$ cat src/rtl/alu_sequencer.sv
// Control sequencer for the SAP-3 ALU/accumulator: accepts one decoder request, fetches the operand
// onto the shared bus, strobes the ALU, and returns completion status with the ALU flags.
module alu_sequencer #(
  parameter int REG_ADDR_W  = 3,
  parameter int MEM_TIMEOUT = 15
) (
  input  logic                  clk,
  input  logic                  rst_n,
  input  logic                  req_valid,
  output logic                  req_ready,
  input  logic [3:0]            req_op,
  input  logic [1:0]            req_mode,
  input  logic [REG_ADDR_W-1:0] req_reg,
  input  logic                  req_use_carry,
  input  logic [3:0]            flags_in,
  output logic                  mem_rd_req,
  input  logic                  mem_rd_ack,
  output logic [1:0]            bus_sel,
  output logic [REG_ADDR_W-1:0] reg_addr,
  output logic                  load_tmp,
  output logic                  load_flags,
  output logic                  alu_commit,
  output logic [3:0]            alu_op,
  output logic                  alu_cin,
  output logic                  resp_valid,
  input  logic                  resp_ready,
  output logic                  resp_err,
  output logic [3:0]            resp_flags
);

  localparam int CNT_W = $clog2(MEM_TIMEOUT + 1);
  localparam logic [CNT_W-1:0] CNT_LAST = CNT_W'(MEM_TIMEOUT - 1);

  localparam logic [2:0] S_IDLE     = 3'd0;
  localparam logic [2:0] S_OPERAND  = 3'd1;
  localparam logic [2:0] S_MEM_WAIT = 3'd2;
  localparam logic [2:0] S_EXEC     = 3'd3;
  localparam logic [2:0] S_DONE     = 3'd4;

  localparam logic [1:0] MODE_ACC   = 2'b00;
  localparam logic [1:0] MODE_REG   = 2'b01;
  localparam logic [1:0] MODE_MEM   = 2'b10;
  localparam logic [1:0] MODE_FLAGS = 2'b11;

  localparam logic [3:0] OP_LAST_VALID = 4'b1011;

  localparam logic [1:0] BUS_NONE = 2'b00;
  localparam logic [1:0] BUS_REG  = 2'b01;
  localparam logic [1:0] BUS_MEM  = 2'b10;

  logic [2:0]            state_q, state_d;
  logic [3:0]            op_q, op_d;
  logic [1:0]            mode_q, mode_d;
  logic [REG_ADDR_W-1:0] reg_q, reg_d;
  logic                  cin_q, cin_d;
  logic                  err_q, err_d;
  logic [CNT_W-1:0]      cnt_q, cnt_d;

  // NOTE: every signal written here gets a default first, so no path leaves it unassigned (no latch).
  always_comb begin
    state_d = state_q;
    op_d    = op_q;
    mode_d  = mode_q;
    reg_d   = reg_q;
    cin_d   = cin_q;
    err_d   = err_q;
    cnt_d   = cnt_q;

    case (state_q)
      S_IDLE: begin
        if (req_valid) begin
          op_d   = req_op;
          mode_d = req_mode;
          reg_d  = req_reg;
          cin_d  = req_use_carry ? flags_in[0] : 1'b0;
          err_d  = 1'b0;
          cnt_d  = '0;
          if (req_op > OP_LAST_VALID) begin
            // Unsupported op: report straight away, touching neither bus nor ALU.
            state_d = S_DONE;
            err_d   = 1'b1;
          end else begin
            case (req_mode)
              MODE_ACC: state_d = S_EXEC;
              MODE_MEM: state_d = S_MEM_WAIT;
              default:  state_d = S_OPERAND;
            endcase
          end
        end
      end

      S_OPERAND: begin
        state_d = (mode_q == MODE_FLAGS) ? S_DONE : S_EXEC;
      end

      S_MEM_WAIT: begin
        // An ack arriving in the final allowed cycle still completes the fetch.
        if (mem_rd_ack) begin
          state_d = S_EXEC;
        end else if (cnt_q == CNT_LAST) begin
          state_d = S_DONE;
          err_d   = 1'b1;
        end else begin
          cnt_d = cnt_q + 1'b1;
        end
      end

      S_EXEC: begin
        state_d = S_DONE;
      end

      S_DONE: begin
        if (resp_ready) begin
          state_d = S_IDLE;
          err_d   = 1'b0;
        end
      end

      default: begin
        state_d = S_IDLE;
        err_d   = 1'b0;
      end
    endcase
  end

  // NOTE: sequential state uses non-blocking assignments so all registers update from pre-edge values.
  always_ff @(posedge clk) begin
    if (!rst_n) begin
      state_q <= S_IDLE;
      op_q    <= '0;
      mode_q  <= MODE_ACC;
      reg_q   <= '0;
      cin_q   <= 1'b0;
      err_q   <= 1'b0;
      cnt_q   <= '0;
    end else begin
      state_q <= state_d;
      op_q    <= op_d;
      mode_q  <= mode_d;
      reg_q   <= reg_d;
      cin_q   <= cin_d;
      err_q   <= err_d;
      cnt_q   <= cnt_d;
    end
  end

  logic in_idle, in_operand, in_mem_wait, in_exec, in_done;

  always_comb begin
    in_idle     = (state_q == S_IDLE);
    in_operand  = (state_q == S_OPERAND);
    in_mem_wait = (state_q == S_MEM_WAIT);
    in_exec     = (state_q == S_EXEC);
    in_done     = (state_q == S_DONE);

    req_ready  = in_idle;
    mem_rd_req = in_mem_wait;

    bus_sel = BUS_NONE;
    if (in_operand)  bus_sel = BUS_REG;
    if (in_mem_wait) bus_sel = BUS_MEM;

    reg_addr   = in_operand ? reg_q : '0;
    load_tmp   = (in_operand && (mode_q == MODE_REG)) || (in_mem_wait && mem_rd_ack);
    load_flags = in_operand && (mode_q == MODE_FLAGS);
    alu_commit = in_exec;

    alu_op  = in_idle ? 4'b0000 : op_q;
    alu_cin = in_idle ? 1'b0    : cin_q;

    resp_valid = in_done;
    resp_err   = in_done && err_q;
    resp_flags = in_done ? flags_in : 4'b0000;
  end

  // Structural guarantees on the ALU control pins.
  a_strobes_exclusive : assert property (@(posedge clk) disable iff (!rst_n)
    $onehot0({load_tmp, load_flags, alu_commit}));

  a_commit_single : assert property (@(posedge clk) disable iff (!rst_n)
    alu_commit |=> !alu_commit);

  a_no_commit_on_err : assert property (@(posedge clk) disable iff (!rst_n)
    (resp_valid && resp_err) |-> !alu_commit);

endmodule

$ cat config.mk
export PLATFORM = sky130hd
export DESIGN_NAME = alu_sequencer
export DESIGN_NICKNAME = d
export VERILOG_FILES = /design/src/rtl/alu_sequencer.sv
export SDC_FILE = /design/constraint.sdc
export NUM_CORES = 1
export LEC_CHECK = 0
export ABC_AREA = 1
export CORE_MARGIN = 2
export CORE_UTILIZATION = 43
export CTS_CLUSTER_SIZE = 40
export DETAILED_ROUTE_END_ITERATION = 8
export GPL_TIMING_DRIVEN = 0
export PLACE_DENSITY_LB_ADDON = 0.25
export SETUP_SLACK_MARGIN = 0.2
export SYNTH_ARGS = -nofsm -noshare
export SYNTH_HDL_FRONTEND = slang
export SYNTH_SLANG_ARGS = --single-unit
$ cat constraint.sdc
create_clock -name clk -period 1.5 [get_ports clk]
set_clock_uncertainty 0.1 [all_clocks]
set_input_delay 0.225 -clock clk [delete_from_list [all_inputs] [get_ports clk]]
set_output_delay 0.225 -clock clk [all_outputs]
set_load 0.03 [all_outputs]
After elaboration in Yosys (flattened, before gate mapping):

Cells that the tools add are included.

* $add $sub $neg: 1
* magnitude comparators: 1
* equality and inequality tests: 14
* multiplexer cells: 25
* bitwise operators: 1
* reduce and logical (&&, ||, !) cells: 13

Operators with widths (count)
* $mux 3: 7
* $mux 4: 5
* $pmux 3 s5: 1
* $mux 1: 8
* $pmux 4 s2: 1
* $eq 3x2->1 const B: 2
* $ne 2x2->1 const B: 3
* $reduce_and 5->1: 1
* $add 4x1->4 const B: 1
* $eq 2x2->1 const B: 2
* $eq 4x4->1 const B: 1
* $gt 4x4->1 const B: 1
* $logic_and 1x1->1: 4
* $ne 2x1->1 const B: 2
* $pmux 1 s4: 1
* $pmux 2 s2: 1
* $reduce_and 4->1: 1
* $eq 3x1->1 const B: 1
* $eq 3x3->1 const B: 1
* $logic_not 3->1: 1
* $ne 3x1->1 const B: 1
* $reduce_and 3->1: 1
* $eq 2x1->1 const B: 1
* $logic_not 2->1: 1
* 6 further kinds: 6

* bits in registers: 18
* bits of input ports: 19

Depth between registers and ports, before layout:

Gate-level depths: netlist of run 1.

* depth after elaboration: 5
* gate-level depth with buffers: 9
* depth with buffers taken out: 8

Least setup slack after synthesis of run 1:

No wires, ideal clock.

* path type: register to output
* from: reg state_q[0]
* to: out load_tmp
* arrival: 1941 ps
* data required time: 1175 ps
* path slack: -766 ps
* stages on the path, launching flop included: 5
* buffers on the path: 0
* cells stage by stage: dfxtp_1 nand2_1 nor2_1 inv_1 o31ai_1

* cells in the longest elaborated chain, start to end: 3
* elaborated cells between the ends (all ways): 5
* those cells by class: eq/ne (2); reduce/logical (3)

RTL lines
* from (decl): RTL line 51 `logic [2:0] state_q, state_d;`
* from (signal assigned): RTL line 137 `state_q <= state_d;`
* $eq 3x1->1 or $eq 3x2->1 (tied branches): RTL line 151, 152
* $logic_and 1x1->1: RTL line 164 `load_tmp = (in_operand && (mode_q == MODE_REG)) || (in_mem_wait && mem_rd_ack);`
* $logic_or 1x1->1 *: RTL line 164
* to (decl): RTL line 20 `output logic load_tmp,`

Every way passes the cells marked *; elsewhere a longest branch is shown, timed or not.

Worst setup path after layout of run 1:

* from: reg state_q[2]
* to: out load_tmp

Same word-level chain as after synthesis.

==> impl_metrics.yaml, run 1 <==
setup_path:
  critPathTopFamily: "flip-flops"
  critPathLaunchType: "flip-flop"
  cp_slowest_cell: "dfxtp_4"
  path_class: "flip-flop to output port"
  cp_data_arrival_time_ns: 1.35
  end_kind: "output port"
  cp_data_required_time_ns: 1.17
  worstPathCellList: "inv_2, nand2_4, nor2_4, inv_4, o31ai_4, buf_6"
  cp.buffers_inverters: 3
  crit_fanout: 5
  crit_path_max_incr_delay_ns: 0.38
  ff2ff_setup_slack_ns: -0.15
layout:
  num-nets-final: 252
  multiInputGateArea_um2: 723
  register_area_um2: 370
  fillCellCount: 151
  diodes: 0
  area_delta_synth_final_pct: 85.2
  finalNonFillerCells: 260
  final_layout_size_suffix_gt1_share_pct: 46.5
  fin_area_um2: 1970
timing:
  fin_crit_sh_pct: 112
  fin_crit_ns: 1.68
  tightestPinTransition_ns: 0.382
  rsz0062_at_grt: "yes"
  slew_viol_final: 0
  final.setup.tns_ns: -2.80
  relSlewSlack_pct: 74.3
  worst_slack_ns: -0.180
  max_freq_mhz: 595
  finalSetupViolations: 26
  finalHoldViolCount: 0
logic_synthesis:
  synthDistinctLibCells: 24
  syn_inst: 162
  synth_area_um2: 1060
  synth-seq-cells: 18
  yosysSeqAreaShare_pct: 33.9
  syn-num-nets: 183
  yosys_warnings: 0
  synth.avg_cell_area_um2: 6.56
run_status:
  status: "complete, but fails checks"
  violations: "setup timing"
drt:
  wirelength_um: 3970
  ant_nets: 0
  drt-wirelength-per-cell_um: 15.3
  num_vias: 1363
  via_per_inst: 5.24
  drtIter0Drc: 40
  drtPass1Iterations: 4
  drc: 0
floorplanning:
  core-area_um2: 2410
  io_pins: 40
  die_w_um: 53.7
  start_util_pct: 44.1
  die_h_um: 53.7
  die_area_um2: 2890
  rows: 18
clocking:
  clock-sinks: 18
  clk_latency_ns: 0.30
  tritoncts: "yes"
  root_buffer: "clkbuf_4"
  numCtsBuffers: 3
  htree_levels: 1
  clockBufferDepth: 2
  path_clk_slew_ns: 0.11
grt:
  grt_max_degree: 11
  grt_pass1_wl_um: 4910
  grt.total_usage_pct: 23.3
  grt-ovfl-total: 0
  first_global_vias: 1147
  antenna_found_initial: 0
placement:
  dp.cells: 231
  port_buffers: 39
  post-place-ws_ns: -0.488
  placed_area_um2: 1600
  routabilityCongestion: 0.838
  hpwl_um: 2070
job:
  drv_cap: 0
pwr:
  p_per_area_nw_per_um2: 2210
  irDropWorstVdd_mv: 1.47
  power.leakage_nw: 0.902
hold_path:
  hold_class: "input pin to flip-flop"
## where the power goes
part | leakage [nW] | internal [mW] | total, mW | switching [mW]
clock network | 0.0210 | 0.148 | 0.312 | 0.164
logic | 0.731 | 1.51 | 3.30 | 1.79
registers | 0.150 | 0.638 | 0.746 | 0.108
## cells in the mapped netlist
cell type	instances	area, um^2
buf_4	1	7.51
nand4_1	2	12.5
o21ai_0	11	55.1
nor2_4	1	11.3
a21o_1	1	7.51
a21oi_2	1	8.76
ha_1	2	25.0
buf_6	3	33.8
a21oi_1	16	80.1
nand3_4	1	17.5
o21ai_1	1	5.00
nor2_1	26	97.6
xor2_1	1	8.76
nor2_2	1	6.26
inv_2	1	3.75
nand3b_1	1	7.51
dfxtp_1	18	360
nand3_1	7	35.0
inv_1	31	116
nand2_2	5	31.3
nand2_1	27	101
clkbuf_1	1	3.75
nand3_2	2	20.0
o31ai_1	1	7.51
## final timing paths
path	from	to	cells past startpoint
setup / recovery	state_q[2]$_SDFFE_PN0P_	load_tmp	6
hold / removal	req_valid	mode_q[1]$_SDFFE_PN0P_	3
hold reg to reg	reg_q[2]$_SDFFE_PN0P_	reg_q[2]$_SDFFE_PN0P_	2
setup reg to reg	state_q[0]$_SDFFE_PN0P_	state_q[0]$_SDFFE_PN0P_	10
## routing by layer
layer	GRT usage, %	up-vias	wire length (um)
li1	-	643	-
met2	45.9	57	2170
met1	25.5	645	1430
met5	0	-	0
met4	5.13	0	159
met3	3.61	18	205
## per-stage QoR
stage | util (%) | hold slack (ns) | total power, mW
floorplan | - | 0.289 | 2.22
global placement | 66.5 | 0.353 | 2.71
detailed placement | 66.5 | 0.366 | 2.76
CTS | 73.6 | 0.384 | 3.58
global route | 81.7 | 0.278 | 4.54
finish | 81.7 | 0.256 | 4.36
## area by class of cell
| type | count | area share [%] |
|---|---|---|
| Timing Repair Buffer | 64 | 31.0 |
| Sequential cell | 18 | 18.8 |
| Clock buffer | 4 | 1.84 |
| Buffer | 5 | 3.11 |
| Tap cell | 30 | 1.91 |
| Multi-Input combinational cell | 107 | 36.7 |
| Inverter | 32 | 6.61 |
## tightest hold or removal path, stage by stage
cell	delay, ns
dlymetal6s2s_1	0.21
nand3_1	0.13
a21oi_1	0.05
## cells by family (layout without fill, tap and decap cells)
group / count (synthesis) / count (layout) / synth area share [%]
flops: 18 / 18 / 33.9
xor+xnor: 1 / 1 / 0.824
buf+inv: 37 / 105 / 15.5
fa+ha+maj: 2 / 2 / 2.35
compound gates: 31 / 31 / 15.4
simple gates: 73 / 73 / 32.0
## cells in the final DEF (no fill, tap or decap), types with 2 or more instances in the layout
cell type        count
o21ai_0              6
nand3_1              5
nor2_4              12
nand2_4              2
nand2_2              6
buf_6               22
dfxtp_1             14
dfxtp_2              2
nor2_1               6
dfxtp_4              2
clkbuf_4             3
clkdlybuf4s50_1     17
ha_1                 2
inv_2                2
nand4_1              2
inv_4                2
o21ai_1              5
a21oi_1             11
nor2_2              10
buf_4               25
a21oi_2              6
nand2_1             23
nand3_2              4
inv_1               27
buf_8                2
## registers in the layout (all words and copies together), names as in the netlist
signal and cells:
cnt_q 4, op_q 4, reg_q 3, state_q 3
mode_q 2, cin_q 1, err_q 1
## repair_timing
item	4_1_cts	5_1_grt
hold buffers	0	0
pin swaps	10	7
buffers inserted	14	10
setup endpoints to repair	39	39
gates resized for setup	151	36
cloned	0	1
(Power assumes the default switching activity.)
==> inputs of run 2 (changes only) <==
--- a/config.mk
+++ b/config.mk
@@ -6,12 +6,14 @@
 export NUM_CORES = 1
 export LEC_CHECK = 0
 export ABC_AREA = 1
+export CAP_MARGIN = 20
 export CORE_MARGIN = 2
 export CORE_UTILIZATION = 43
 export CTS_CLUSTER_SIZE = 40
 export DETAILED_ROUTE_END_ITERATION = 8
 export GPL_TIMING_DRIVEN = 0
 export PLACE_DENSITY_LB_ADDON = 0.25
+export RECOVER_POWER = 50
 export SETUP_SLACK_MARGIN = 0.2
 export SYNTH_ARGS = -nofsm -noshare
 export SYNTH_HDL_FRONTEND = slang
==> results of run 2 <==
Final layout, timing and power as in run 1 (identical DEF).
